<file path="src/rtl/weight_fetch_ctrl_if.sv">
// Bundle between the weight fetch controller, the dual-port weightROM and the PE.
// master is the controller side; slave is the ROM/PE side.
interface weight_fetch_ctrl_if #(
    parameter int ADDR_W = 17,
    parameter int DATA_W = 8
);
    logic [ADDR_W-1:0]   addr_weight_1;
    logic [ADDR_W-1:0]   addr_weight_2;
    logic [DATA_W-1:0]   dout_weight_1;
    logic [DATA_W-1:0]   dout_weight_2;
    logic                w_valid;
    logic                w_ready;
    logic [2*DATA_W-1:0] w_data;
    logic                w_last;

    modport master (
        output addr_weight_1, addr_weight_2, w_valid, w_data, w_last,
        input  dout_weight_1, dout_weight_2, w_ready
    );

    modport slave (
        input  addr_weight_1, addr_weight_2, w_valid, w_data, w_last,
        output dout_weight_1, dout_weight_2, w_ready
    );
endinterface

</file>
<file path="src/rtl/weight_fetch_ctrl.sv">
// Burst address generator and packer: streams weight pairs from the dual-port weightROM
// to the PE, with credit-based issue so the output FIFO can absorb PE backpressure.
module weight_fetch_ctrl #(
    parameter int ADDR_W     = 17,
    parameter int DATA_W     = 8,
    parameter int ROM_LAT    = 2,
    parameter int FIFO_DEPTH = 4,
    parameter int CNT_W      = 16
) (
    input  logic              clk,
    input  logic              rst,
    input  logic              start,
    input  logic [ADDR_W-1:0] base_addr,
    input  logic [CNT_W-1:0]  num_pairs,
    output logic              busy,
    output logic              done,
    weight_fetch_ctrl_if.master bus
);
    localparam int PTR_W   = (FIFO_DEPTH > 1) ? $clog2(FIFO_DEPTH) : 1;
    localparam int FCNT_W  = $clog2(FIFO_DEPTH + 1);
    localparam int CRED_W  = $clog2(FIFO_DEPTH + ROM_LAT + 1);

    typedef enum logic [1:0] {IDLE, ISSUE, DRAIN, FIN} state_t;

    state_t              state;
    state_t              state_next;
    logic [ADDR_W-1:0]   next_addr;
    logic [CNT_W-1:0]    pairs_left;
    logic [ROM_LAT-1:0]  tag_valid;
    logic [ROM_LAT-1:0]  tag_last;
    logic [2*DATA_W:0]   fifo_mem [FIFO_DEPTH];
    logic [PTR_W-1:0]    wr_ptr;
    logic [PTR_W-1:0]    rd_ptr;
    logic [FCNT_W-1:0]   fifo_count;
    logic [CRED_W-1:0]   inflight;
    logic                issue;
    logic                push;
    logic                pop;
    logic                burst_end;

    // Credits count every pair already issued but not yet popped; a same-cycle pop is not credited.
    always_comb begin
        inflight = '0;
        for (int i = 0; i < ROM_LAT; i++) begin
            inflight = inflight + CRED_W'(tag_valid[i]);
        end
        issue = (state == ISSUE) &&
                ((inflight + CRED_W'(fifo_count)) < CRED_W'(FIFO_DEPTH));
    end

    assign push      = tag_valid[ROM_LAT-1];
    assign pop       = bus.w_valid && bus.w_ready;
    assign burst_end = pop && bus.w_last;

    assign bus.w_valid = (fifo_count != '0);
    assign {bus.w_last, bus.w_data} = fifo_mem[rd_ptr];

    always_ff @(posedge clk) begin
        if (rst) begin
            state <= IDLE;
        end else begin
            state <= state_next;
        end
    end

    always_comb begin
        state_next = state;
        case (state)
            IDLE: begin
                if (start) begin
                    state_next = (num_pairs != '0) ? ISSUE : FIN;
                end
            end
            ISSUE: begin
                if (issue && (pairs_left == CNT_W'(1))) begin
                    state_next = DRAIN;
                end
            end
            DRAIN: begin
                if (burst_end) begin
                    state_next = FIN;
                end
            end
            FIN:     state_next = IDLE;
            default: state_next = IDLE;
        endcase
    end

    always_comb begin
        busy = (state == ISSUE) || (state == DRAIN);
        done = (state == FIN);
    end

    // Address issue and the tag pipe that marks when ROM data for an issued pair is valid.
    always_ff @(posedge clk) begin
        if (rst) begin
            next_addr         <= '0;
            pairs_left        <= '0;
            bus.addr_weight_1 <= '0;
            bus.addr_weight_2 <= '0;
            tag_valid         <= '0;
            tag_last          <= '0;
        end else begin
            if ((state == IDLE) && start) begin
                next_addr  <= base_addr;
                pairs_left <= num_pairs;
            end
            if (issue) begin
                bus.addr_weight_1 <= next_addr;
                bus.addr_weight_2 <= next_addr + ADDR_W'(1);
                next_addr         <= next_addr + ADDR_W'(2);
                pairs_left        <= pairs_left - CNT_W'(1);
            end
            tag_valid[0] <= issue;
            tag_last[0]  <= issue && (pairs_left == CNT_W'(1));
            for (int i = 1; i < ROM_LAT; i++) begin
                tag_valid[i] <= tag_valid[i-1];
                tag_last[i]  <= tag_last[i-1];
            end
        end
    end

    always_ff @(posedge clk) begin
        if (rst) begin
            wr_ptr     <= '0;
            rd_ptr     <= '0;
            fifo_count <= '0;
            for (int i = 0; i < FIFO_DEPTH; i++) begin
                fifo_mem[i] <= '0;
            end
        end else begin
            if (push) begin
                fifo_mem[wr_ptr] <= {tag_last[ROM_LAT-1], bus.dout_weight_2, bus.dout_weight_1};
                wr_ptr           <= wr_ptr + PTR_W'(1);
            end
            if (pop) begin
                rd_ptr <= rd_ptr + PTR_W'(1);
            end
            case ({push, pop})
                2'b10:   fifo_count <= fifo_count + FCNT_W'(1);
                2'b01:   fifo_count <= fifo_count - FCNT_W'(1);
                default: fifo_count <= fifo_count;
            endcase
        end
    end
endmodule

</file>
<file path="src/flat_wrapper.sv">
// flat-port wrapper written by rule: the top's interface ports become plain ports
module weight_fetch_ctrl_flat 
#(
    parameter int ADDR_W     = 17,
    parameter int DATA_W     = 8,
    parameter int ROM_LAT    = 2,
    parameter int FIFO_DEPTH = 4,
    parameter int CNT_W      = 16
)
  (clk, rst, start, base_addr, num_pairs, busy, done, bus_addr_weight_1, bus_addr_weight_2, bus_w_valid, bus_w_data, bus_w_last, bus_dout_weight_1, bus_dout_weight_2, bus_w_ready);
  weight_fetch_ctrl_if #(.ADDR_W(ADDR_W), .DATA_W(DATA_W)) bus_i ();
  input  logic clk;
  input  logic rst;
  input  logic start;
  input  logic [ADDR_W-1:0] base_addr;
  input  logic [CNT_W-1:0] num_pairs;
  output logic busy;
  output logic done;
  output wire logic [$bits(bus_i.addr_weight_1)-1:0] bus_addr_weight_1;
  output wire logic [$bits(bus_i.addr_weight_2)-1:0] bus_addr_weight_2;
  output wire logic [$bits(bus_i.w_valid)-1:0] bus_w_valid;
  output wire logic [$bits(bus_i.w_data)-1:0] bus_w_data;
  output wire logic [$bits(bus_i.w_last)-1:0] bus_w_last;
  input wire logic [$bits(bus_i.dout_weight_1)-1:0] bus_dout_weight_1;
  input wire logic [$bits(bus_i.dout_weight_2)-1:0] bus_dout_weight_2;
  input wire logic [$bits(bus_i.w_ready)-1:0] bus_w_ready;
  assign bus_addr_weight_1 = bus_i.addr_weight_1;
  assign bus_addr_weight_2 = bus_i.addr_weight_2;
  assign bus_w_valid = bus_i.w_valid;
  assign bus_w_data = bus_i.w_data;
  assign bus_w_last = bus_i.w_last;
  assign bus_i.dout_weight_1 = bus_dout_weight_1;
  assign bus_i.dout_weight_2 = bus_dout_weight_2;
  assign bus_i.w_ready = bus_w_ready;
  weight_fetch_ctrl #(.ADDR_W(ADDR_W), .DATA_W(DATA_W), .ROM_LAT(ROM_LAT), .FIFO_DEPTH(FIFO_DEPTH), .CNT_W(CNT_W)) u_core (.clk(clk), .rst(rst), .start(start), .base_addr(base_addr), .num_pairs(num_pairs), .busy(busy), .done(done), .bus(bus_i));
endmodule
</file>
<file path="config.mk">
export PLATFORM = sky130hd
export DESIGN_NAME = weight_fetch_ctrl_flat
export DESIGN_NICKNAME = d
export VERILOG_FILES = /design/src/rtl/weight_fetch_ctrl_if.sv /design/src/rtl/weight_fetch_ctrl.sv /design/src/flat_wrapper.sv
export SDC_FILE = /design/constraint.sdc
export NUM_CORES = 1
export LEC_CHECK = 0
export CORE_MARGIN = 2
export CORE_UTILIZATION = 36
export DETAILED_ROUTE_END_ITERATION = 8
export SLEW_MARGIN = 20
export SYNTH_ARGS = -nofsm -noshare
export SYNTH_HDL_FRONTEND = slang
export SYNTH_SLANG_ARGS = --single-unit
</file>
<file path="constraint.sdc">
create_clock -name clk -period 2.7 [get_ports clk]
set_input_delay 0.54 -clock clk [delete_from_list [all_inputs] [get_ports clk]]
set_output_delay 0.54 -clock clk [all_outputs]
set_load 0.05 [all_outputs]
</file>
==> impl_metrics.toml <==
[setup_path]
cp_slowest_cell = "clkdlybuf4s50_1"
critPathKind = "reg -> out"
path_cells = "inv_1 -> ha_1 -> clkdlybuf4s50_1"
critPathRequiredTime_ns = 2.16
startpoint_type = "flip-flop"
crit_path_max_fanout = 4
cp_top_family = "buffers and inverters"
cpPeakStageDelay_ns = 0.80
critPathCaptureType = "primary output"
crit_buf_inv = 2
crit_arrival_ns = 2.01

[sta]
worst_slew_pin_slew_ns = 0.875
finalHoldViolCount = 0
tns_ns = 0
fin_skew_ns = 0.00624
rsz0062_at_grt = "false"
fmaxAchievable_mhz = 392
relSlewSlack_pct = 41.6
setup_violations = 0
period_needed_ns = 2.55
setup_ws_ns = 0.146
slew_violations = 0
fin_crit_sh_pct = 94.6

[global_routing]
overflow = 0
antenna_found_initial = 0
grt.total_usage_pct = 18.0
grt_max_degree = 71
grt_pass1_wl_um = 28000
grt_pass1_vias = 5381

[cells_and_area]
area.growth.synth_to_final_pct = 27.7
finish.utilization_pct = 46.6
layout-drive-gt1-share_pct = 12.3
final_common_cell = "clkdlybuf4s50_1"
nFillCells = 1719
n_antenna_cell = 0
fin_nets = 839
layout_common_cells = "clkdlybuf4s50_1 (88), nand2_1 (84), nor2_1 (83)"

[floorplan]
row_count = 50
start_util_pct = 36.5
fp.dieH_um = 141
num_io_pins = 107
core_mm2 = 0.0186
die_x_um = 141
dieArea_mm2 = 0.0199

[yosys]
synth_fp_nets = 738
dominantRegCellSynth = "dfxtp_1"
ys_ff_latch = 150
synth_cells = 672
avgSynthCellArea_um2 = 10.1
netlist.area_leader.share_pct = 30.1
ys_types = 48
synth.area.top_cells = "edfxtp_1 (30%), dfxtp_1 (24%), mux4_2 (5.6%)"
yosysTopAreaCell = "edfxtp_1"
netlist_area_mm2 = 0.00678
synth_warnings = 0
yosysSeqAreaShare_pct = 54.3
synthArstFlopShare_pct = 0
synth_edf_count = 68

[routing]
ant_nets = 0
wirelength_um = 17800
vias = 5374
drtIter0Drc = 319
wire_per_inst_um = 17.4
vias_per_cell = 5.27
drc = 0
first_pass_iters = 4

[clock_network]
cts.sinks = 150
ctsHtreeMaxLevel = 4
cts_tree = "built"
clock_path_buffers = 2
cts.repair.resized = 0
root_buffer = "clkbuf_16"
clk_transition_reported_paths_ns = 0.06
cts_buffers = 17
cts_hold_buf = 0
cts_setup_buffers = 0
clk-insertion-delay-late_ns = 0.42

[pwr]
power_density_mw_per_mm2 = 999
ir_worst_vdd_mv = 0.564
p_total_mw = 8.65
p_leak_nw = 3.12

[placed_design]
io_buffers = 106
place_ws_ns = 0.129
hpwl_um = 11900
gp_congestion = 0.818

[hold_path]
hp-class = "reg -> reg"

[run_status]
status = "complete, no violations"

[flow_run]
cap_violations = 0
==> worst register-to-register path, stage by stage (launching register included) <==
cell and delay, ns:
dfxtp_1 0.31, ha_1 0.19, ha_1 0.29, a311o_1 0.34, a31o_2 0.28, buf_4 0.21
or4_1 0.57, a2bb2oi_1 0.15, a21oi_1 0.13
==> cell usage after synthesis, types with 2 or more instances <==
library cell,number
a311oi_1,2
a32oi_1,2
a211oi_1,19
o21bai_1,2
a31oi_1,10
a22oi_1,3
nand2_1,84
edfxtp_1,68
and2_1,21
or2_2,2
nand4b_1,2
a31o_2,3
nand3_1,27
or4_1,5
nor2_1,84
or3_1,5
and3_1,7
o21ai_0,13
xor2_1,12
inv_1,28
xnor2_1,10
o311ai_0,2
a21oi_1,46
mux4_2,17
ha_1,12
dfxtp_1,82
nor3_1,7
a221oi_1,2
a2bb2oi_1,11
o211ai_1,2
nand4_1,15
nand2b_1,4
buf_1,5
nor2b_1,2
clkbuf_1,39
nor4_1,5
==> per-layer routing <==
| metal | vias up | part of all wire (%) | GRT usage (%) |
|---|---|---|---|
| met3 | 23 | 6.5 | 4.76 |
| met4 | 0 | 1.5 | 6.26 |
| met5 | - | 0 | 0 |
| li1 | 2609 | - | - |
| met1 | 2545 | 44 | 23.0 |
| met2 | 197 | 48 | 29.7 |
==> power by group <==
| group | internal, mW | leakage [nW] | switching [mW] |
|---|---|---|---|
| registers | 2.76 | 1.37 | 0.365 |
| logic | 1.19 | 1.49 | 2.09 |
| clock network | 1.28 | 0.257 | 0.973 |
| total | 5.23 | 3.12 | 3.42 |
==> state kept, by name (all words and copies together), names as in the netlist, named ones only <==
| register | flops |
|---|---|
| u_core.state | 2 |
| u_core.fifo_count | 3 |
| u_core.wr_ptr | 2 |
| u_core.next_addr | 17 |
| u_core.tag_valid | 2 |
| u_core.pairs_left | 16 |
| u_core.bus.addr_weight_2 | 17 |
| u_core.rd_ptr | 2 |
| u_core.bus.addr_weight_1 | 17 |
| u_core.tag_last | 2 |
| u_core.fifo_mem | 68 |
==> worst paths after layout <==
| path | depth (start not counted) | slack (ns) | start | end |
|---|---|---|---|---|
| max | 3 | 0.15 | u_core.state[0]$_SDFFE_PP0P_ | busy |
| min | 1 | 0.44 | u_core.tag_last[0]$_SDFF_PP0_ | u_core.tag_last[1]$_SDFF_PP0_ |
| max reg2reg | 8 | 0.16 | u_core.tag_valid[0]$_SDFF_PP0_ | u_core.next_addr[10]$_SDFFE_PP0P_ |
| min reg2reg | 1 | 0.44 | u_core.tag_last[0]$_SDFF_PP0_ | u_core.tag_last[1]$_SDFF_PP0_ |
==> logic make-up (layout without fill, tap and decap cells) <==
family	Yosys count	in the layout	share of synthesized area (%)
AOI/OAI and AO/OA	121	121	11.6
xor gates and xnor gates	22	22	2.84
adders and majority gates	13	13	2.51
buffers and inverters	73	187	4.06
DFF	150	150	54.3
muxes	18	18	5.81
and+or+nand+nor	275	275	18.9
==> stage by stage <==
step,cells,instance area (um^2),hold WS (ns)
floorplan,672,6780,0.414
global placement,988,8100,0.420
detailed placement,988,8100,0.420
CTS,1020,8660,0.435
global route,1020,8660,0.454
finish,1020,8660,0.437
==> cell type report <==
cell class	count	area, um^2	area share (%)
clock inverters	13	123	1.42
repair buffers	127	1180	13.7
clock buffers	19	433	5.00
inverters	28	105	1.21
well taps	234	293	3.38
flip-flops and latches	150	3680	42.5
multi-input cells	449	2840	32.8
Power figures use the tool's default switching activity.
